## src/rtl/program_write_port_pkg.sv

```systemverilog
// Shared definitions for the program write port.
// Holds the screen geometry, the transparent colour constant, the SRAM
// arbiter state enum, entry widths and the shift-add pixel address helper.
package program_write_port_pkg;

   localparam int SCREEN_W = 640;
   localparam int SCREEN_H = 480;
   localparam logic [15:0] TRANSPARENT_COLOR = 16'h07E0;

   localparam int ADDR_W  = 20;
   localparam int DATA_W  = 16;
   localparam int ENTRY_W = ADDR_W + DATA_W;

   typedef enum logic [1:0] {
      IDLE  = 2'd0,
      READ  = 2'd1,
      WRITE = 2'd2
   } sram_state_t;

   // Word address of a pixel: y*640 + x, built as (y<<9)+(y<<7)+x so no
   // multiplier is needed.
   function automatic logic [ADDR_W-1:0] pixel_addr(input logic [9:0] x,
                                                     input logic [9:0] y);
      logic [ADDR_W-1:0] yy;
      logic [ADDR_W-1:0] xx;
      yy = {10'd0, y};
      xx = {10'd0, x};
      return (yy << 9) + (yy << 7) + xx;
   endfunction

endpackage

```

## src/rtl/program_write_port_if.sv

```systemverilog
// Drawing-engine pixel write channel.
// A pixel {program_x, program_y, program_data} is offered on every cycle
// program_write is high; it is accepted on that cycle when program_ready is
// high (program_ready depends only on registered state, never on
// program_write). A write offered while program_ready is low is lost.
// master: drawing engine (drives coordinates, data, strobe)
// slave : write port (drives program_ready)
interface program_write_port_if;
   logic [9:0]  program_x;
   logic [9:0]  program_y;
   logic [15:0] program_data;
   logic        program_write;
   logic        program_ready;

   modport master (
      output program_x, program_y, program_data, program_write,
      input  program_ready
   );

   modport slave (
      input  program_x, program_y, program_data, program_write,
      output program_ready
   );
endinterface

```

## src/rtl/program_write_port_sync_fifo.sv

```systemverilog
// sync_fifo: single-clock FIFO with a registered occupancy count.
// Ports: clk, reset (sync, active-high), push/push_data, pop, head (current
// front entry, valid when count != 0), count (0..Depth).
// A push while full and a pop while empty are ignored. Depth must be a
// power of two so the pointers wrap naturally.
module sync_fifo #(
   parameter int Width = 36,
   parameter int Depth = 16,
   localparam int PtrW   = $clog2(Depth),
   localparam int CountW = PtrW + 1
) (
   input  logic              clk,
   input  logic              reset,
   input  logic              push,
   input  logic [Width-1:0]  push_data,
   input  logic              pop,
   output logic [Width-1:0]  head,
   output logic [CountW-1:0] count
);

   logic [Width-1:0] mem [Depth];
   logic [PtrW-1:0]  wr_ptr;
   logic [PtrW-1:0]  rd_ptr;
   logic             do_push;
   logic             do_pop;

   assign do_push = push && (count != CountW'(Depth));
   assign do_pop  = pop && (count != '0);
   assign head    = mem[rd_ptr];

   always_ff @(posedge clk) begin
      if (reset) begin
         wr_ptr <= '0;
         rd_ptr <= '0;
         count  <= '0;
      end else begin
         if (do_push) wr_ptr <= wr_ptr + PtrW'(1);
         if (do_pop)  rd_ptr <= rd_ptr + PtrW'(1);
         case ({do_push, do_pop})
            2'b10:   count <= count + CountW'(1);
            2'b01:   count <= count - CountW'(1);
            default: count <= count;
         endcase
      end
   end

   // Storage needs no reset: an entry is only read after it was written.
   always_ff @(posedge clk) begin
      if (do_push) mem[wr_ptr] <= push_data;
   end

endmodule

```

## src/rtl/program_write_port.sv

```systemverilog
// program_write_port: buffers drawing-engine pixel writes in a FIFO and
// drains them into an asynchronous SRAM, sharing the SRAM with display
// reads that always win.
// Ports:
//   clk, reset               system clock, sync active-high reset
//   prog (slave)             pixel write channel (x, y, data, write, ready)
//   overflow/overflow_clear  sticky "write lost because FIFO full" flag
//   idle                     FIFO empty and no SRAM write in flight
//   vga_read_req/addr        display read request (one word per cycle)
//   vga_read_data/valid      read return, two cycles after the request
//   sram_*                   registered SRAM pins
//   state_dbg                current arbiter state
module program_write_port
   import program_write_port_pkg::*;
#(
   parameter int FifoDepth = 16,
   parameter int ScreenW   = SCREEN_W,
   parameter int ScreenH   = SCREEN_H
) (
   input  logic                clk,
   input  logic                reset,
   program_write_port_if.slave prog,
   output logic                overflow,
   input  logic                overflow_clear,
   output logic                idle,
   input  logic                vga_read_req,
   input  logic [ADDR_W-1:0]   vga_read_addr,
   output logic [DATA_W-1:0]   vga_read_data,
   output logic                vga_read_valid,
   output logic [ADDR_W-1:0]   sram_addr,
   output logic [DATA_W-1:0]   sram_dq_out,
   output logic                sram_dq_oe,
   input  logic [DATA_W-1:0]   sram_dq_in,
   output logic                sram_we_n,
   output logic                sram_oe_n,
   output sram_state_t         state_dbg
);

   localparam int CountW = $clog2(FifoDepth) + 1;

   logic [CountW-1:0]  fifo_count;
   logic [ENTRY_W-1:0] fifo_head;
   logic [ENTRY_W-1:0] push_entry;
   logic               in_range;
   logic               write_ok;
   logic               fifo_full;
   logic               push;
   logic               pop;
   sram_state_t        state;
   sram_state_t        next_state;

   // ------------------------------------------------------------------
   // Accept side
   // ------------------------------------------------------------------
   assign in_range = ({22'd0, prog.program_x} < ScreenW) &&
                     ({22'd0, prog.program_y} < ScreenH);
   assign write_ok = prog.program_write && in_range;
   // Full is taken from the registered count, so a pop in the same cycle
   // does not make room for a push until the next cycle.
   assign fifo_full          = (fifo_count == CountW'(FifoDepth));
   assign prog.program_ready = !fifo_full;
   assign push               = write_ok && !fifo_full;
   assign push_entry         = {pixel_addr(prog.program_x, prog.program_y),
                                prog.program_data};

   sync_fifo #(
      .Width (ENTRY_W),
      .Depth (FifoDepth)
   ) u_fifo (
      .clk       (clk),
      .reset     (reset),
      .push      (push),
      .push_data (push_entry),
      .pop       (pop),
      .head      (fifo_head),
      .count     (fifo_count)
   );

   // Out-of-range writes never reach this test, so they cannot set the flag.
   // Setting takes priority over a simultaneous clear.
   always_ff @(posedge clk) begin
      if (reset) begin
         overflow <= 1'b0;
      end else if (write_ok && fifo_full) begin
         overflow <= 1'b1;
      end else if (overflow_clear) begin
         overflow <= 1'b0;
      end
   end

   // ------------------------------------------------------------------
   // SRAM arbiter: the state names what the registered SRAM pins are doing
   // in the current cycle. The head entry is popped on the cycle the WRITE
   // decision is made, so it is registered onto the pins as WRITE begins.
   // ------------------------------------------------------------------
   always_ff @(posedge clk) begin
      if (reset) begin
         state <= IDLE;
      end else begin
         state <= next_state;
      end
   end

   always_comb begin
      next_state = IDLE;
      pop        = 1'b0;
      if (vga_read_req) begin
         next_state = READ;
      end else if (fifo_count != '0) begin
         next_state = WRITE;
         pop        = 1'b1;
      end
   end

   always_ff @(posedge clk) begin
      if (reset) begin
         sram_addr   <= '0;
         sram_dq_out <= '0;
         sram_dq_oe  <= 1'b0;
         sram_we_n   <= 1'b1;
         sram_oe_n   <= 1'b1;
      end else begin
         case (next_state)
            READ: begin
               sram_addr  <= vga_read_addr;
               sram_we_n  <= 1'b1;
               sram_oe_n  <= 1'b0;
               sram_dq_oe <= 1'b0;
            end
            WRITE: begin
               sram_addr   <= fifo_head[ENTRY_W-1:DATA_W];
               sram_dq_out <= fifo_head[DATA_W-1:0];
               sram_we_n   <= 1'b0;
               sram_oe_n   <= 1'b1;
               sram_dq_oe  <= 1'b1;
            end
            default: begin
               // sram_addr and sram_dq_out keep their last values.
               sram_we_n  <= 1'b1;
               sram_oe_n  <= 1'b1;
               sram_dq_oe <= 1'b0;
            end
         endcase
      end
   end

   // Read data is captured at the end of the READ cycle, giving a
   // request-to-valid latency of two cycles.
   always_ff @(posedge clk) begin
      if (reset) begin
         vga_read_valid <= 1'b0;
         vga_read_data  <= '0;
      end else begin
         vga_read_valid <= (state == READ);
         if (state == READ) vga_read_data <= sram_dq_in;
      end
   end

   assign idle      = (fifo_count == '0) && (state != WRITE);
   assign state_dbg = state;

endmodule

```

## src/flat_wrapper.sv

```systemverilog
// flat-port wrapper written by rule: the top's interface ports become plain ports
module program_write_port_flat import program_write_port_pkg::*;
#(
   parameter int FifoDepth = 16,
   parameter int ScreenW   = SCREEN_W,
   parameter int ScreenH   = SCREEN_H
)
  (clk, reset, overflow, overflow_clear, idle, vga_read_req, vga_read_addr, vga_read_data, vga_read_valid, sram_addr, sram_dq_out, sram_dq_oe, sram_dq_in, sram_we_n, sram_oe_n, state_dbg, prog_program_x, prog_program_y, prog_program_data, prog_program_write, prog_program_ready);
  program_write_port_if prog_i ();
  input  logic clk;
  input  logic reset;
  output logic overflow;
  input  logic overflow_clear;
  output logic idle;
  input  logic vga_read_req;
  input  logic [ADDR_W-1:0] vga_read_addr;
  output logic [DATA_W-1:0] vga_read_data;
  output logic vga_read_valid;
  output logic [ADDR_W-1:0] sram_addr;
  output logic [DATA_W-1:0] sram_dq_out;
  output logic sram_dq_oe;
  input  logic [DATA_W-1:0] sram_dq_in;
  output logic sram_we_n;
  output logic sram_oe_n;
  output sram_state_t state_dbg;
  input wire logic [$bits(prog_i.program_x)-1:0] prog_program_x;
  input wire logic [$bits(prog_i.program_y)-1:0] prog_program_y;
  input wire logic [$bits(prog_i.program_data)-1:0] prog_program_data;
  input wire logic [$bits(prog_i.program_write)-1:0] prog_program_write;
  output wire logic [$bits(prog_i.program_ready)-1:0] prog_program_ready;
  assign prog_i.program_x = prog_program_x;
  assign prog_i.program_y = prog_program_y;
  assign prog_i.program_data = prog_program_data;
  assign prog_i.program_write = prog_program_write;
  assign prog_program_ready = prog_i.program_ready;
  program_write_port #(.FifoDepth(FifoDepth), .ScreenW(ScreenW), .ScreenH(ScreenH)) u_core (.clk(clk), .reset(reset), .prog(prog_i), .overflow(overflow), .overflow_clear(overflow_clear), .idle(idle), .vga_read_req(vga_read_req), .vga_read_addr(vga_read_addr), .vga_read_data(vga_read_data), .vga_read_valid(vga_read_valid), .sram_addr(sram_addr), .sram_dq_out(sram_dq_out), .sram_dq_oe(sram_dq_oe), .sram_dq_in(sram_dq_in), .sram_we_n(sram_we_n), .sram_oe_n(sram_oe_n), .state_dbg(state_dbg));
endmodule
```

## config.mk

```make
export PLATFORM = sky130hd
export DESIGN_NAME = program_write_port_flat
export DESIGN_NICKNAME = d
export VERILOG_FILES = /design/src/rtl/program_write_port_pkg.sv /design/src/rtl/program_write_port_if.sv /design/src/rtl/program_write_port_sync_fifo.sv /design/src/rtl/program_write_port.sv /design/src/flat_wrapper.sv
export SDC_FILE = /design/constraint.sdc
export NUM_CORES = 1
export LEC_CHECK = 0
export BUFFER_PORTS_ARGS = -buffer_cell sky130_fd_sc_hd__buf_2
export CORE_MARGIN = 2
export CORE_UTILIZATION = 55
export CTS_BUF_LIST = sky130_fd_sc_hd__clkbuf_4 sky130_fd_sc_hd__clkbuf_8 sky130_fd_sc_hd__clkbuf_16
export CTS_CLUSTER_DIAMETER = 100
export DETAILED_ROUTE_END_ITERATION = 12
export GPL_TIMING_DRIVEN = 0
export PLACE_DENSITY_LB_ADDON = 0.05
export SLEW_MARGIN = 20
export SYNTH_ARGS = -nofsm -noshare
export SYNTH_HDL_FRONTEND = slang
export SYNTH_HIERARCHICAL = 1
export SYNTH_SLANG_ARGS = --single-unit
```

## constraint.sdc

```tcl
create_clock -name clk -period 8.4 [get_ports clk]
set_input_delay 0.84 -clock clk [delete_from_list [all_inputs] [get_ports clk]]
set_output_delay 0.84 -clock clk [all_outputs]
set_load 0.05 [all_outputs]
```

==> summary.txt <==
Status
  – Status: finished, final reports clean

Placed design
  – GPL Wtd Cong: 0.799
  – Buffers added on ports: 135
  – Placed Instance Area: between 20000 and 30000 µm²
  – DP HPWL: roughly 40000 µm

Synth
  – Main flop type after synthesis: edfxtp_1
  – Syn Std Cell Area: around 25000 µm²
  – Most frequent cell after synthesis: edfxtp_1
  – Unique masters post-synth: 50
  – Synth cell count leaders: edfxtp_1, mux4_2, nand2_1, dfxtp_1, a22oi_1
  – Fraction of registers with async set/reset: 0%
  – Synth warnings: 6
  – Most area-hungry cell type in the Yosys netlist: edfxtp_1
  – Number of synthesized flops with an enable pin: 576
  – Syn Nets: about 1500
  – #FFs+latches synth: 651
  – Mapped Cells: between 1000 and 1500
  – Yosys top cell area share: between 60% and 70%
  – Synth top area cells: edfxtp_1, mux4_2, dfxtp_1, a22oi_1, nand2_1
  – Register area share after synthesis: 74.0%
  – Syn_area_per_cell: around 19 µm²

Power and ir drop
  – Worst vdd rail ir drop: 178 µV
  – Power per cell area: 232 nW/µm²
  – Total power: ~7 mW
  – Pleak: between 10 and 15 nW

Setup path
  – Flop-to-flop setup slack: about 4.4 ns
  – Critical path peak fanout: 13
  – Setup crit end kind: flip-flop
  – Setup crit start kind: input port
  – Critical Path RT: a little under 9 ns
  – Worst r2r src: u_core/u_fifo/count[4]
  – Critical path class: in2reg
  – Reg2Reg Depth: 13
  – Reg2reg end: u_core/u_fifo/count[4]
  – Crit path arrival time: between 4 and 5 ns

Layout
  – Fill cells: approximately 3100
  – Final Cell Area: between 30000 and 40000 µm²
  – Area growth syn-to-layout: 18.2%
  – Nets: 1706
  – Share of cells above drive strength 1: ~30%

Timing
  – Minimum clock period: between 4 and 5 ns
  – Slew Viols, Final: 0
  – Fmax achieved: 0.247 GHz
  – Final setup violation count: 0
  – Fin crit share: between 40 and 50%
  – Final hold slack: 0.455 ns
  – Post-route setup TNS: 0 ns
  – Final hold violation count: 0
  – Max transition margin: around a quarter
  – Actual slew at the worst max-slew pin: roughly 1.1 ns
  – RSZ-0062 raised after global routing: no
  – Final clock skew: between 0.015 and 0.02 ns

Clocking
  – CTS Sinks: between 600 and 700
  – Hold buffer count at CTS: 0
  – Later-pin clock latency in the skew report: 0.60 ns
  – Postcts setup bufs: 0
  – # H-tree levels: 3
  – CTS max path bufs: 3
  – CTS Root Buffer Type: clkbuf_16
  – Post-CTS sizing: 0
  – CTS Buf Count: 68
  – Clock tree from TritonCTS: yes
  – Reg clk slew, reported paths: 0.06 ns

GRT
  – GRT Overall Usage: between 20% and 30%
  – Grt ovf: 0
  – Global-route wire length before repair: around 89000 µm
  – Number of antenna violations at the first check in global routing: 1
  – Vias in the first global route: approximately 14000
  – Largest net degree at the start of global routing: 20

Floorplanning
  – Die ar.: ~48000 µm²
  – IO Pins: between 100 and 150
  – Cell row count: 78
  – Core Box Area: between 40000 and 50000 µm²
  – Initial core utilization: roughly 56%
  – Die Y: ~220 µm
  – Die width: about 220 µm

Drt
  – DR WL/cell: 27.2 µm
  – Drt pass-1 iters: 7
  – Antenna Nets Post-Route: 0
  – Violation count after the first detailed-route iteration: between 1000 and 1500
  – DRC viols: 0
  – Via-to-Cell Ratio: 6.13
  – Final wirelength: between 60000 and 70000 µm
  – Via count: 13800

Worst hold path
  – Worst min-delay path category: reg2reg
  – HP Start: u_core/vga_read_data[9]
  – Hold endpoint: u_core/vga_read_data[9]
  – WHS Path Cells: 2

Flow run
  – Max cap viols: 0
## power breakdown
group	total (mW)	internal, mW	leakage, nW	switching [mW]
Combinational	0.401	0.121	3.27	0.280
Clock	2.94	1.74	1.10	1.20
Sequential	3.62	3.61	5.80	0.0143
## critical path, stage by stage
cell and delay [ns]:
clkbuf_1 0.41, a21oi_2 0.67, clkbuf_1 0.70, o21ai_4 0.18, inv_1 0.10, ha_1 0.16
clkbuf_1 0.33, xor2_1 0.19, ha_1 0.24, nand2_1 0.07, o21ai_0 0.32, nor3_1 0.10
nand4bb_1 0.19
## registers in the layout (all words and copies together), names as in the netlist, named ones only
signal / count
u_core/overflow: 1
u_core/u_fifo/count: 5
u_core/sram_addr: 20
u_core/sram_oe_n: 1
u_core/u_fifo/wr_ptr: 4
u_core/vga_read_valid: 1
u_core/u_fifo/rd_ptr: 4
u_core/sram_dq_out: 16
u_core/vga_read_data: 16
u_core/sram_we_n: 1
u_core/u_fifo/mem: 576
u_core/state_dbg: 2
## metal layers
metal / share of wire (%) / up-vias / GRT usage (%)
li1: - / 5964 / -
met1: 40 / 7180 / 35.1
met2: 50 / 557 / 43.8
met3: 7.1 / 123 / 5.28
met4: 3.0 / 0 / 8.04
met5: 0 / - / 0
## worst max-delay path by stage
stage / from / cells after the start / slack [ns] / end
final: vga_read_req / 13 / 4.35 / u_core/u_fifo/count[4]
after global routing: u_core/u_fifo/count[4] / 13 / 4.14 / u_core/u_fifo/count[4]
after CTS: vga_read_req / 12 / 4.01 / u_core/u_fifo/count[2]
after detailed placement: vga_read_req / 12 / 3.37 / u_core/u_fifo/count[2]
after global placement: prog_program_x[8] / 7 / -0.66 / u_core/u_fifo/mem[1][3]
after floorplan: prog_program_x[8] / 6 / 3.68 / u_core/u_fifo/mem[0][0]
## cells in the final DEF (no fill, tap or decap), drive strengths merged, types with 3 or more instances in the layout
| master | Yosys | layout |
|---|---|---|
| buf | 34 | 218 |
| ha | 27 | 27 |
| bufinv | 0 | 5 |
| or4 | 3 | 3 |
| o21a | 5 | 5 |
| o21ai | 24 | 24 |
| a22oi | 72 | 72 |
| clkbuf | 42 | 130 |
| a21o | 5 | 5 |
| dfxtp | 75 | 75 |
| mux2i | 23 | 23 |
| xnor2 | 7 | 7 |
| nor2 | 53 | 53 |
| nand3 | 8 | 8 |
| a21oi | 45 | 45 |
| inv | 20 | 27 |
| nand2b | 7 | 7 |
| edfxtp | 576 | 576 |
| xor2 | 7 | 7 |
| mux4 | 144 | 144 |
| o211ai | 6 | 6 |
| nor3 | 8 | 8 |
| clkinv | 0 | 24 |
| and3 | 3 | 3 |
| nand2 | 98 | 98 |
| nor2b | 4 | 4 |
| a211oi | 23 | 23 |
## layout make-up
| cell class | count | area [µm²] | share of cell area (%) |
|---|---|---|---|
| diodes | 1 | 2.50 | 0.00834 |
| plain buffers | 76 | 394 | 1.31 |
| clock buffers | 87 | 1870 | 6.24 |
| clock inverters | 36 | 315 | 1.05 |
| inverters | 20 | 75.1 | 0.250 |
| multi-input cells | 598 | 6290 | 21.0 |
| flip-flops and latches | 651 | 18800 | 62.6 |
| well taps | 600 | 751 | 2.50 |
| repair buffers | 185 | 1510 | 5.03 |
## kinds of logic after synthesis
group,after synthesis,synth area share [%]
buf+inv,96,1.85
flops,651,74.0
fa+ha+maj,29,1.49
compound gates,193,5.11
simple gates,195,3.40
xor+xnor,14,0.483
mux,167,13.7
## per-stage QoR
stage / cells / util, % / worst slack (ns)
floorplan: 1345 / - / 3.68
finish: 2254 / 66.0 / 4.35
detailed placement: 2129 / 61.1 / 3.37
global placement: 2080 / 59.0 / -0.661
global route: 2253 / 66.0 / 4.14
CTS: 2252 / 65.9 / 4.01
(Power assumes the default switching activity.)
